--- config.mk ---
export PLATFORM = sky130hd
export DESIGN_NAME = trig_unit_flat
export DESIGN_NICKNAME = d
export VERILOG_FILES = /design/src/rtl/trig_if.sv /design/src/rtl/trig_unit.sv /design/src/flat_wrapper.sv
export SDC_FILE = /design/constraint.sdc
export NUM_CORES = 1
export LEC_CHECK = 0
export CORE_UTILIZATION = 50
export CTS_BUF_LIST = sky130_fd_sc_hd__clkbuf_16
export DETAILED_ROUTE_END_ITERATION = 8
export HOLD_SLACK_MARGIN = 0.12
export PLACE_DENSITY = 0.81
export SYNTH_ARGS = -nofsm -noshare
export SYNTH_HDL_FRONTEND = slang
export SYNTH_SLANG_ARGS = --single-unit
--- constraint.sdc ---
create_clock -name clk -period 6.84 [get_ports clk]
set_input_delay 2.052 -clock clk [delete_from_list [all_inputs] [get_ports clk]]
set_output_delay 2.052 -clock clk [all_outputs]
set_load 0.005 [all_outputs]
--- src/rtl/trig_if.sv ---
// Execute-stage handshake between the pipeline and the CORDIC sine/cosine unit.
// The pipeline (master) issues requests and the trig unit (slave) answers with stall/done/result.
interface trig_if;
    logic        start;
    logic        cos_sel;
    logic [31:0] angle;
    logic        flush;
    logic        stall;
    logic        busy;
    logic        done;
    logic [31:0] result;

    modport master (
        output start, cos_sel, angle, flush,
        input  stall, busy, done, result
    );

    modport slave (
        input  start, cos_sel, angle, flush,
        output stall, busy, done, result
    );
endinterface

--- src/rtl/trig_unit.sv ---
// Iterative 14-step CORDIC producing sin/cos of a Q3.13 angle as a Q2.14 result.
// Holds the pipeline via a combinational stall while the iteration runs.
module trig_unit (
    input  logic   clk,
    input  logic   rst,
    trig_if.slave  bus
);

    typedef enum logic [1:0] {
        IDLE = 2'd0,
        INIT = 2'd1,
        ITER = 2'd2,
        DONE = 2'd3
    } state_t;

    localparam logic signed [17:0] K_INIT    = 18'sd9949;
    localparam logic signed [17:0] PI_Q13    = 18'sd25736;
    localparam logic signed [17:0] HPI_Q13   = 18'sd12868;
    localparam logic signed [15:0] ANG_MAX   = 16'sd25736;
    localparam logic signed [15:0] ANG_MIN   = -16'sd25736;
    localparam logic signed [18:0] RES_MAX   = 19'sd16384;
    localparam logic signed [18:0] RES_MIN   = -19'sd16384;
    localparam logic [3:0]         LAST_ITER = 4'd13;

    // round(atan(2^-i) * 8192)
    function automatic logic signed [17:0] atan_lut(input logic [3:0] idx);
        logic signed [17:0] val;
        case (idx)
            4'd0:    val = 18'sd6434;
            4'd1:    val = 18'sd3798;
            4'd2:    val = 18'sd2007;
            4'd3:    val = 18'sd1019;
            4'd4:    val = 18'sd511;
            4'd5:    val = 18'sd256;
            4'd6:    val = 18'sd128;
            4'd7:    val = 18'sd64;
            4'd8:    val = 18'sd32;
            4'd9:    val = 18'sd16;
            4'd10:   val = 18'sd8;
            4'd11:   val = 18'sd4;
            4'd12:   val = 18'sd2;
            4'd13:   val = 18'sd1;
            default: val = 18'sd0;
        endcase
        return val;
    endfunction

    function automatic logic signed [15:0] sat_angle(input logic signed [15:0] a);
        logic signed [15:0] val;
        if (a > ANG_MAX) begin
            val = ANG_MAX;
        end else if (a < ANG_MIN) begin
            val = ANG_MIN;
        end else begin
            val = a;
        end
        return val;
    endfunction

    // Undo the quadrant fold, clamp to +/-1.0 and sign-extend to the bus width
    function automatic logic [31:0] shape_result(input logic signed [17:0] v, input logic neg);
        logic signed [18:0] wide;
        logic signed [18:0] clamped;
        wide = {v[17], v};
        if (neg) begin
            wide = -wide;
        end else begin
            wide = wide;
        end
        if (wide > RES_MAX) begin
            clamped = RES_MAX;
        end else if (wide < RES_MIN) begin
            clamped = RES_MIN;
        end else begin
            clamped = wide;
        end
        return {{13{clamped[18]}}, clamped};
    endfunction

    state_t             state_r;
    state_t             state_s;
    logic               accept_s;
    logic               stall_s;
    logic               cos_r;
    logic signed [15:0] ang_r;
    logic               neg_r;
    logic [3:0]         iter_r;
    logic signed [17:0] x_r;
    logic signed [17:0] y_r;
    logic signed [17:0] z_r;
    logic signed [17:0] z_fold_s;
    logic               neg_fold_s;
    logic signed [17:0] x_n_s;
    logic signed [17:0] y_n_s;
    logic signed [17:0] z_n_s;
    logic               busy_r;
    logic               done_r;
    logic [31:0]        result_r;

    assign accept_s = bus.start && !bus.flush && ((state_r == IDLE) || (state_r == DONE));

    // Next-state selection; flush wins over everything but reset
    always_comb begin
        state_s = state_r;
        if (bus.flush) begin
            state_s = IDLE;
        end else begin
            case (state_r)
                IDLE:    state_s = bus.start ? INIT : IDLE;
                INIT:    state_s = ITER;
                ITER:    state_s = (iter_r == LAST_ITER) ? DONE : ITER;
                DONE:    state_s = bus.start ? INIT : IDLE;
                default: state_s = IDLE;
            endcase
        end
    end

    // Pipeline stall: raised as soon as a request is seen, dropped on flush or reset
    always_comb begin
        stall_s = 1'b0;
        if (!rst) begin
            stall_s = 1'b0;
        end else if (bus.flush) begin
            stall_s = 1'b0;
        end else begin
            case (state_r)
                IDLE:    stall_s = bus.start;
                INIT:    stall_s = 1'b1;
                ITER:    stall_s = 1'b1;
                DONE:    stall_s = bus.start;
                default: stall_s = 1'b0;
            endcase
        end
    end

    // Fold the captured angle into [-pi/2, pi/2] and remember whether to negate
    always_comb begin
        z_fold_s   = {{2{ang_r[15]}}, ang_r};
        neg_fold_s = 1'b0;
        if (z_fold_s > HPI_Q13) begin
            z_fold_s   = z_fold_s - PI_Q13;
            neg_fold_s = 1'b1;
        end else if (z_fold_s < -HPI_Q13) begin
            z_fold_s   = z_fold_s + PI_Q13;
            neg_fold_s = 1'b1;
        end else begin
            neg_fold_s = 1'b0;
        end
    end

    // One CORDIC rotation step driven by the sign of the residual angle
    always_comb begin
        x_n_s = x_r;
        y_n_s = y_r;
        z_n_s = z_r;
        if (z_r >= 18'sd0) begin
            x_n_s = x_r - (y_r >>> iter_r);
            y_n_s = y_r + (x_r >>> iter_r);
            z_n_s = z_r - atan_lut(iter_r);
        end else begin
            x_n_s = x_r + (y_r >>> iter_r);
            y_n_s = y_r - (x_r >>> iter_r);
            z_n_s = z_r + atan_lut(iter_r);
        end
    end

    // State register and registered status outputs
    always_ff @(posedge clk) begin
        if (!rst) begin
            state_r <= IDLE;
            busy_r  <= 1'b0;
            done_r  <= 1'b0;
        end else begin
            state_r <= state_s;
            busy_r  <= (state_s == INIT) || (state_s == ITER);
            done_r  <= (state_s == DONE);
        end
    end

    // Operand capture on request acceptance; saturation is applied here once
    always_ff @(posedge clk) begin
        if (!rst) begin
            cos_r <= 1'b0;
            ang_r <= 16'sd0;
        end else if (accept_s) begin
            cos_r <= bus.cos_sel;
            ang_r <= sat_angle(bus.angle[15:0]);
        end else begin
            cos_r <= cos_r;
            ang_r <= ang_r;
        end
    end

    // CORDIC datapath: load in INIT, rotate in ITER, hold otherwise
    always_ff @(posedge clk) begin
        if (!rst) begin
            x_r    <= 18'sd0;
            y_r    <= 18'sd0;
            z_r    <= 18'sd0;
            neg_r  <= 1'b0;
            iter_r <= 4'd0;
        end else begin
            case (state_r)
                INIT: begin
                    x_r    <= K_INIT;
                    y_r    <= 18'sd0;
                    z_r    <= z_fold_s;
                    neg_r  <= neg_fold_s;
                    iter_r <= 4'd0;
                end
                ITER: begin
                    x_r    <= x_n_s;
                    y_r    <= y_n_s;
                    z_r    <= z_n_s;
                    iter_r <= iter_r + 4'd1;
                end
                default: begin
                    x_r    <= x_r;
                    y_r    <= y_r;
                    z_r    <= z_r;
                    iter_r <= iter_r;
                end
            endcase
        end
    end

    // Result is taken from the final rotation so it is valid in the DONE cycle
    always_ff @(posedge clk) begin
        if (!rst) begin
            result_r <= 32'd0;
        end else if ((state_r == ITER) && (iter_r == LAST_ITER) && !bus.flush) begin
            result_r <= shape_result(cos_r ? x_n_s : y_n_s, neg_r);
        end else begin
            result_r <= result_r;
        end
    end

    assign bus.stall  = stall_s;
    assign bus.busy   = busy_r;
    assign bus.done   = done_r;
    assign bus.result = result_r;

endmodule

--- src/flat_wrapper.sv ---
// flat-port wrapper written by rule: the top's interface ports become plain ports
module trig_unit_flat 
  (clk, rst, bus_start, bus_cos_sel, bus_angle, bus_flush, bus_stall, bus_busy, bus_done, bus_result);
  trig_if bus_i ();
  input  logic clk;
  input  logic rst;
  input wire logic [$bits(bus_i.start)-1:0] bus_start;
  input wire logic [$bits(bus_i.cos_sel)-1:0] bus_cos_sel;
  input wire logic [$bits(bus_i.angle)-1:0] bus_angle;
  input wire logic [$bits(bus_i.flush)-1:0] bus_flush;
  output wire logic [$bits(bus_i.stall)-1:0] bus_stall;
  output wire logic [$bits(bus_i.busy)-1:0] bus_busy;
  output wire logic [$bits(bus_i.done)-1:0] bus_done;
  output wire logic [$bits(bus_i.result)-1:0] bus_result;
  assign bus_i.start = bus_start;
  assign bus_i.cos_sel = bus_cos_sel;
  assign bus_i.angle = bus_angle;
  assign bus_i.flush = bus_flush;
  assign bus_stall = bus_i.stall;
  assign bus_busy = bus_i.busy;
  assign bus_done = bus_i.done;
  assign bus_result = bus_i.result;
  trig_unit u_core (.clk(clk), .rst(rst), .bus(bus_i));
endmodule
# Word-level counts from Yosys, hierarchy flattened
# Memories as Yosys holds them, arrays and structs flattened. A register that Yosys moved wholly into a read port is not among the register bits.
# Index checks and enable logic that the tools add are counted.
op_classes:
  reduce_logical: 11
  n_addsub: 10
  eq_ne: 7
  muxes: 32
  n_lt_le_gt_ge: 7
  shifts: 2
op_table:
  columns: ["operator", "n"]
  rows:
  - ["18-bit two-way mux", 8]
  - ["18-bit case mux with 2 select lines", 3]
  - ["19-bit two-way mux", 5]
  - ["18-bit adder", 3]
  - ["18-bit subtractor", 3]
  - ["18-bit by 4-bit >>> shifter with 18-bit output", 2]
  - ["16-bit two-way mux", 2]
  - ["19-bit by 16-bit greater-than comparator with 1-bit output, second input constant", 1]
  - ["19-bit by 15-bit < comparator with 1-bit output, second input constant", 1]
  - ["18-bit negation with 19-bit output", 1]
  - ["18-bit by 1-bit >= comparator with 1-bit output, second input constant", 1]
  - ["16-bit by 16-bit adder with 17-bit output, second input constant", 1]
  - ["16-bit by 16-bit subtractor with 17-bit output, second input constant", 1]
  - ["16-bit by 15-bit greater-than comparator with 1-bit output, second input constant", 1]
  - ["16-bit greater-than comparator, second input constant", 1]
  - ["16-bit by 15-bit < comparator with 1-bit output, second input constant", 1]
  - ["16-bit < comparator, second input constant", 1]
  - ["4-bit two-way mux", 4]
  - ["2-bit == test, second input constant", 4]
  - ["4-bit case mux with 2 select lines", 1]
  - ["1-bit two-way mux", 6]
  - ["2-bit case mux with 3 select lines", 1]
  - ["4-bit by 1-bit adder with 4-bit output, second input constant", 1]
  - ["2-bit by 1-bit == test with 1-bit output, second input constant", 2]
  - ["other kinds (9)", 14]
totals:
  inputBits: 37
  word_cells: 82
  n_memories: 2
  mem_bits_ro: 416
  out_inout_bits: 35
  regBits: 99
mem_list:
  columns: ["name", "words", "word_bits", "rd", "rd_ports_with_merged_regs", "wr", "line_no", "rtl"]
  rows:
  - ["(no name shown)", 16, 13, 1, 1, 0, "trig_unit.sv:28", "case (idx)"]
  - ["(no name shown)", 16, 13, 1, 1, 0, "trig_unit.sv:28", null]

# Longest topological paths before layout
depth:
  depth_word: 11
  ltp_mapped: 29
  depth_no_buf: 23

# Worst setup path after synthesis
# No wires, ideal clock.
synth_timing:
  path_kind: "register to register"
  start: "reg u_core.iter_r[0]"
  end: "reg u_core.result_r[0] (netlist: u_core.bus.result[0])"
  slack_ps: 876
  required_time_ps: 6755
  t_arrival_ps: 5879
  path_buffers: 6
  setup_ps: 85
  period_less_slack_ps: 5964
  path_stages_with_launch: 27
  cell_sequence: "dfxtp_1 -> buf_6 -> buf_6 -> buf_6 -> buf_6 -> mux4_2 -> a222oi_1 -> and3_1 -> nand3_1 -> nand2b_1 -> nand2_1 -> xnor2_1 -> ha_1 -> clkbuf_1 -> o21a_1 -> nor2_1 -> o21ai_0 -> o21ai_0 -> xor2_1 -> a221oi_1 -> a2111oi_0 -> nand2b_1 -> xnor2_1 -> a311oi_1 -> a22oi_4 -> buf_6 -> o31ai_2"
synth_between:
  elab_chain_len: 11
  elab_cells_between_ends: 20
  cone_classes: "add/sub (5); order compare (2); eq/ne (1); shift (2); mux (8); reduce/logical (2)"
synth_rtl:
  columns: ["item", "line_no", "rtl"]
  rows:
  - ["start, declared", "trig_unit.sv:87", "logic [3:0] iter_r;"]
  - ["start signal, assigned", "trig_unit.sv:215", "iter_r <= iter_r + 4'd1;"]
  - ["start signal, assigned", "trig_unit.sv:221", "iter_r <= iter_r;"]
  - ["18-bit by 4-bit >>> shifter with 18-bit output (on tied branches)", null, null]
  - ["18-bit subtractor (tied with other cells)", "trig_unit.sv:162", "y_n_s = y_r - (x_r >>> iter_r);"]
  - ["18-bit two-way mux", "trig_unit.sv:156", "if (z_r >= 18'sd0) begin"]
  - ["18-bit two-way mux", "trig_unit.sv:232", "result_r <= shape_result(cos_r ? x_n_s : y_n_s, neg_r);"]
  - ["18-bit negation with 19-bit output", "trig_unit.sv:66", "wide = -wide;"]
  - ["19-bit two-way mux", "trig_unit.sv:65", "if (neg) begin"]
  - ["19-bit two-way mux", "trig_unit.sv:231", "end else if ((state_r == ITER) && (iter_r == LAST_ITER) && !bus.flush) begin"]
  - ["19-bit two-way mux", "trig_unit.sv:229", "if (!rst) begin"]
  - ["19-bit by 15-bit < comparator with 1-bit output", "trig_unit.sv:72", "end else if (wide < RES_MIN) begin"]
  - ["19-bit two-way mux", "trig_unit.sv:72", null]
  - ["19-bit two-way mux", "trig_unit.sv:70", "if (wide > RES_MAX) begin"]
  - ["end signal, assigned", "trig_unit.sv:232", null]
  - ["end signal, assigned", "trig_unit.sv:234", "result_r <= result_r;"]
  - ["end, declared", "trig_unit.sv:98", "logic [31:0] result_r;"]
# Parallel ways exist; a longest one is shown, timed or not. The select of a mux whose other input is x is not followed.
# A chain may end at the register's enable or synchronous reset.

# Worst setup path in the final report
layout_timing:
  start: "reg u_core.iter_r[1]"
  end: "reg u_core.result_r[1] (netlist: u_core.bus.result[1])"
# The elaborated chain is that of the path after synthesis.

==> flow_metrics.py <==
metrics = {
    "routing": {
        "vias": 11551,
        "drt_wl_total_um": 35000,
        "drt-initial-drc-count": 1170,
        "wire_per_inst_um": 19.2,
        "ant_nets": 0,
        "drt_pass1_iterations": 8,
        "drc": 0,
        "drt-vias-per-instance": 6.35,
    },
    "place": {
        "gp_congestion": 0.983,
        "port_buffers": 55,
        "post-place-ws_ps": 136,
        "placedInstanceArea_mm2": 0.0124,
        "placed_cells": 1800,
        "dpl.hpwl_um": 26000,
    },
    "die": {
        "coreArea_mm2": 0.0226,
        "placementRows": 55,
        "ios": 72,
        "start_util_pct": 50.9,
        "die_h_um": 154,
        "dieArea_mm2": 0.0236,
        "die_x_um": 154,
    },
    "clock_tree": {
        "numCtsBuffers": 9,
        "clock_latency_ps": 380,
        "root_buffer": "clkbuf_16",
        "tritoncts": "done",
        "clockBufferDepth": 2,
        "h-tree-depth": 3,
        "cts.clk_slew.worst_paths_ps": 80,
        "cts_sinks": 112,
    },
    "global_routing": {
        "overflow": 0,
        "grt_pass1_vias": 10890,
        "antenna_found_initial": 1,
        "grt_usage_pct": 29.5,
        "grt_start_max_net_pins": 58,
        "grt_first_pass_wirelength_um": 56100,
    },
    "final_layout": {
        "final_util_pct": 56.5,
        "drive_gt1_share_pct": 11.0,
        "n_antenna_cell": 0,
        "final_net_count": 1638,
        "final_cells": 1819,
        "syn_to_final_growth_pct": 11.2,
        "fin_area_mm2": 0.0128,
    },
    "power": {
        "power.density_mw_per_mm2": 149,
        "power.static_leakage_nw": 5.01,
        "max-vdd-ir-drop_mv": 0.117,
    },
    "logic_synthesis": {
        "synth-edff-count": 0,
        "syn_nets": 1612,
        "ys_ff_latch": 112,
        "synthCells": 1503,
        "ys_warn_count": 0,
        "ys_seq_area_share_pct": 19.5,
        "ys_types": 87,
        "avgSynthCellArea_um2": 7.64,
        "yosysTopAreaCellShare_pct": 19.5,
        "synth_top_area_cell": "dfxtp_1",
        "synth.top_cells.by_count": "158 x nor2_1, 136 x nand2_1, 113 x o21ai_0, 112 x dfxtp_1, 109 x a21oi_1",
        "async_flop_share_pct": 0,
        "synth_area_mm2": 0.0115,
        "yosysMostFrequentCell": "nor2_1",
        "synth_ff_type": "dfxtp_1",
        "synthTopCellsByArea": "dfxtp_1 20%, ha_1 7.5%, nor2_1 5.2%, o21ai_0 4.9%, mux4_2 4.9%",
    },
    "timing": {
        "worst_pin_slew_ps": 911,
        "min_period_over_period_pct": 95.1,
        "slew_viol_final": 0,
        "period_needed_ps": 6500,
        "rsz0062_at_grt": "no",
        "setup_viol": 0,
        "hold_viol": 0,
        "skew_ps": 13.7,
        "setup_ws_ps": 338,
        "fmax_ghz": 0.154,
        "slew_headroom_pct": 39.0,
        "setup_tns_ps": 0,
    },
    "setup_path": {
        "worst-path-max-fanout": 19,
        "required_ps": 7130,
        "rr_endpoint": "u_core.bus.result[1]",
        "rr_worst_depth": 21,
        "r2r_slack_ps": 340,
        "endpoint_kind": "register",
        "timing.rr.start": "u_core.iter_r[1]",
        "worst-setup-path-type": "reg -> reg",
        "cpMaxStageDelayCell": "o31ai_1",
        "critPathMaxStageDelay_ps": 560,
        "start_kind": "register",
        "crit_end": "u_core.bus.result[1]",
        "cp_cell_sequence": "mux2_1, mux4_2, or3_1, a21boi_1, nand4_1, o21ai_0, xor2_1, ha_1, o211ai_1, o21ai_0, o31ai_1, o21a_1, a21oi_1, o311a_1, nand2_1, nand3_1, or4_1, mux2i_1, a22oi_4, buf_12, o31ai_1",
        "cp.arrival_ps": 6790,
        "crit_start": "u_core.iter_r[1]",
    },
    "worst_hold_path": {
        "min-delay-start": "u_core.bus.result[3]",
        "worst_hold_path_type": "reg -> reg",
    },
    "status": {
        "status": "finished, final reports clean",
    },
    "flow_run": {
        "drv_cap": 0,
    },
}
## cell families after synthesis
kind of cell / count (synthesis) / synth area share, %
and+or+nand+nor: 505 / 20.8
AOI/OAI and AO/OA: 466 / 26.8
buffers and inverters: 154 / 6.09
DFF: 112 / 19.5
xor gates and xnor gates: 108 / 8.24
muxes: 86 / 10.5
adders and majority gates: 72 / 8.04
## report_power, final
part	switching (mW)	internal, mW	total, mW
sequential	0.0281	0.669	0.697
combinational	0.368	0.259	0.627
clock	0.287	0.296	0.583
total	0.683	1.22	1.91
## worst min path at each step
stage	endpoint	cells past startpoint	slack [ps]
floorplan	u_core.z_r[10]	2	450
global placement	u_core.bus.result[3]	2	440
detailed placement	u_core.bus.result[3]	2	450
CTS	u_core.bus.result[3]	2	460
global route	u_core.bus.result[1]	2	490
finish	u_core.bus.result[3]	2	460
## worst max-delay path, delay by kind of cell (launching register included)
| kind | cells | cell delay [ps] |
|---|---|---|
| DFF | 1 | 510 |
| muxes | 3 | 1150 |
| AOI/OAI and AO/OA | 10 | 2630 |
| and+or+nand+nor | 5 | 1250 |
| buffers and inverters | 1 | 180 |
| adders and majority gates | 1 | 330 |
| xor gates and xnor gates | 1 | 350 |
## routing by layer
layer / vias up / share of wire (%) / global-route usage [%]
met4: 2 / 5.6 / 17.1
met5: - / 0.037 / 0
met1: 5475 / 41 / 35.8
met3: 107 / 6.4 / 4.76
li1: 5529 / - / -
met2: 438 / 47 / 49.4
## through the flow
| stage | total power, mW | hold WS [ps] |
|---|---|---|
| 4_1_cts | 1.89 | 462 |
| 6_report | 1.91 | 458 |
| 3_3_place_gp | 1.30 | 435 |
| 3_5_place_dp | 1.31 | 446 |
| 5_1_grt | 2.00 | 489 |
| 2_1_floorplan | 1.14 | 445 |
## layout make-up
| class | count | area (µm²) |
|---|---|---|
| Fill cell | 2084 | 9810 |
| Multi-Input combinational cell | 1237 | 8580 |
| Sequential cell | 112 | 2250 |
| Timing Repair Buffer | 117 | 1050 |
| Tap cell | 285 | 357 |
| Clock buffer | 9 | 225 |
| Inverter | 52 | 195 |
| Clock inverter | 7 | 100 |
## cell usage in the layout, fill, tap and decap left out, types with 47 or more instances in the layout
cell type        count
nor2_1             158
nand2_1            136
o21ai_0            111
dfxtp_1            110
a21oi_1            108
ha_1                68
xnor2_1             61
buf_4               59
clkdlybuf4s50_1     55
xor2_1              47
## what timing repair did
item / CTS / global route
buffers inserted: 0 / 3
hold buffers: 0 / 0
endpoints found under the hold margin: 0 / 0
resized for setup: 0 / 13
endpoints found under the setup margin: 0 / 15
Power figures use the tool's default switching activity.
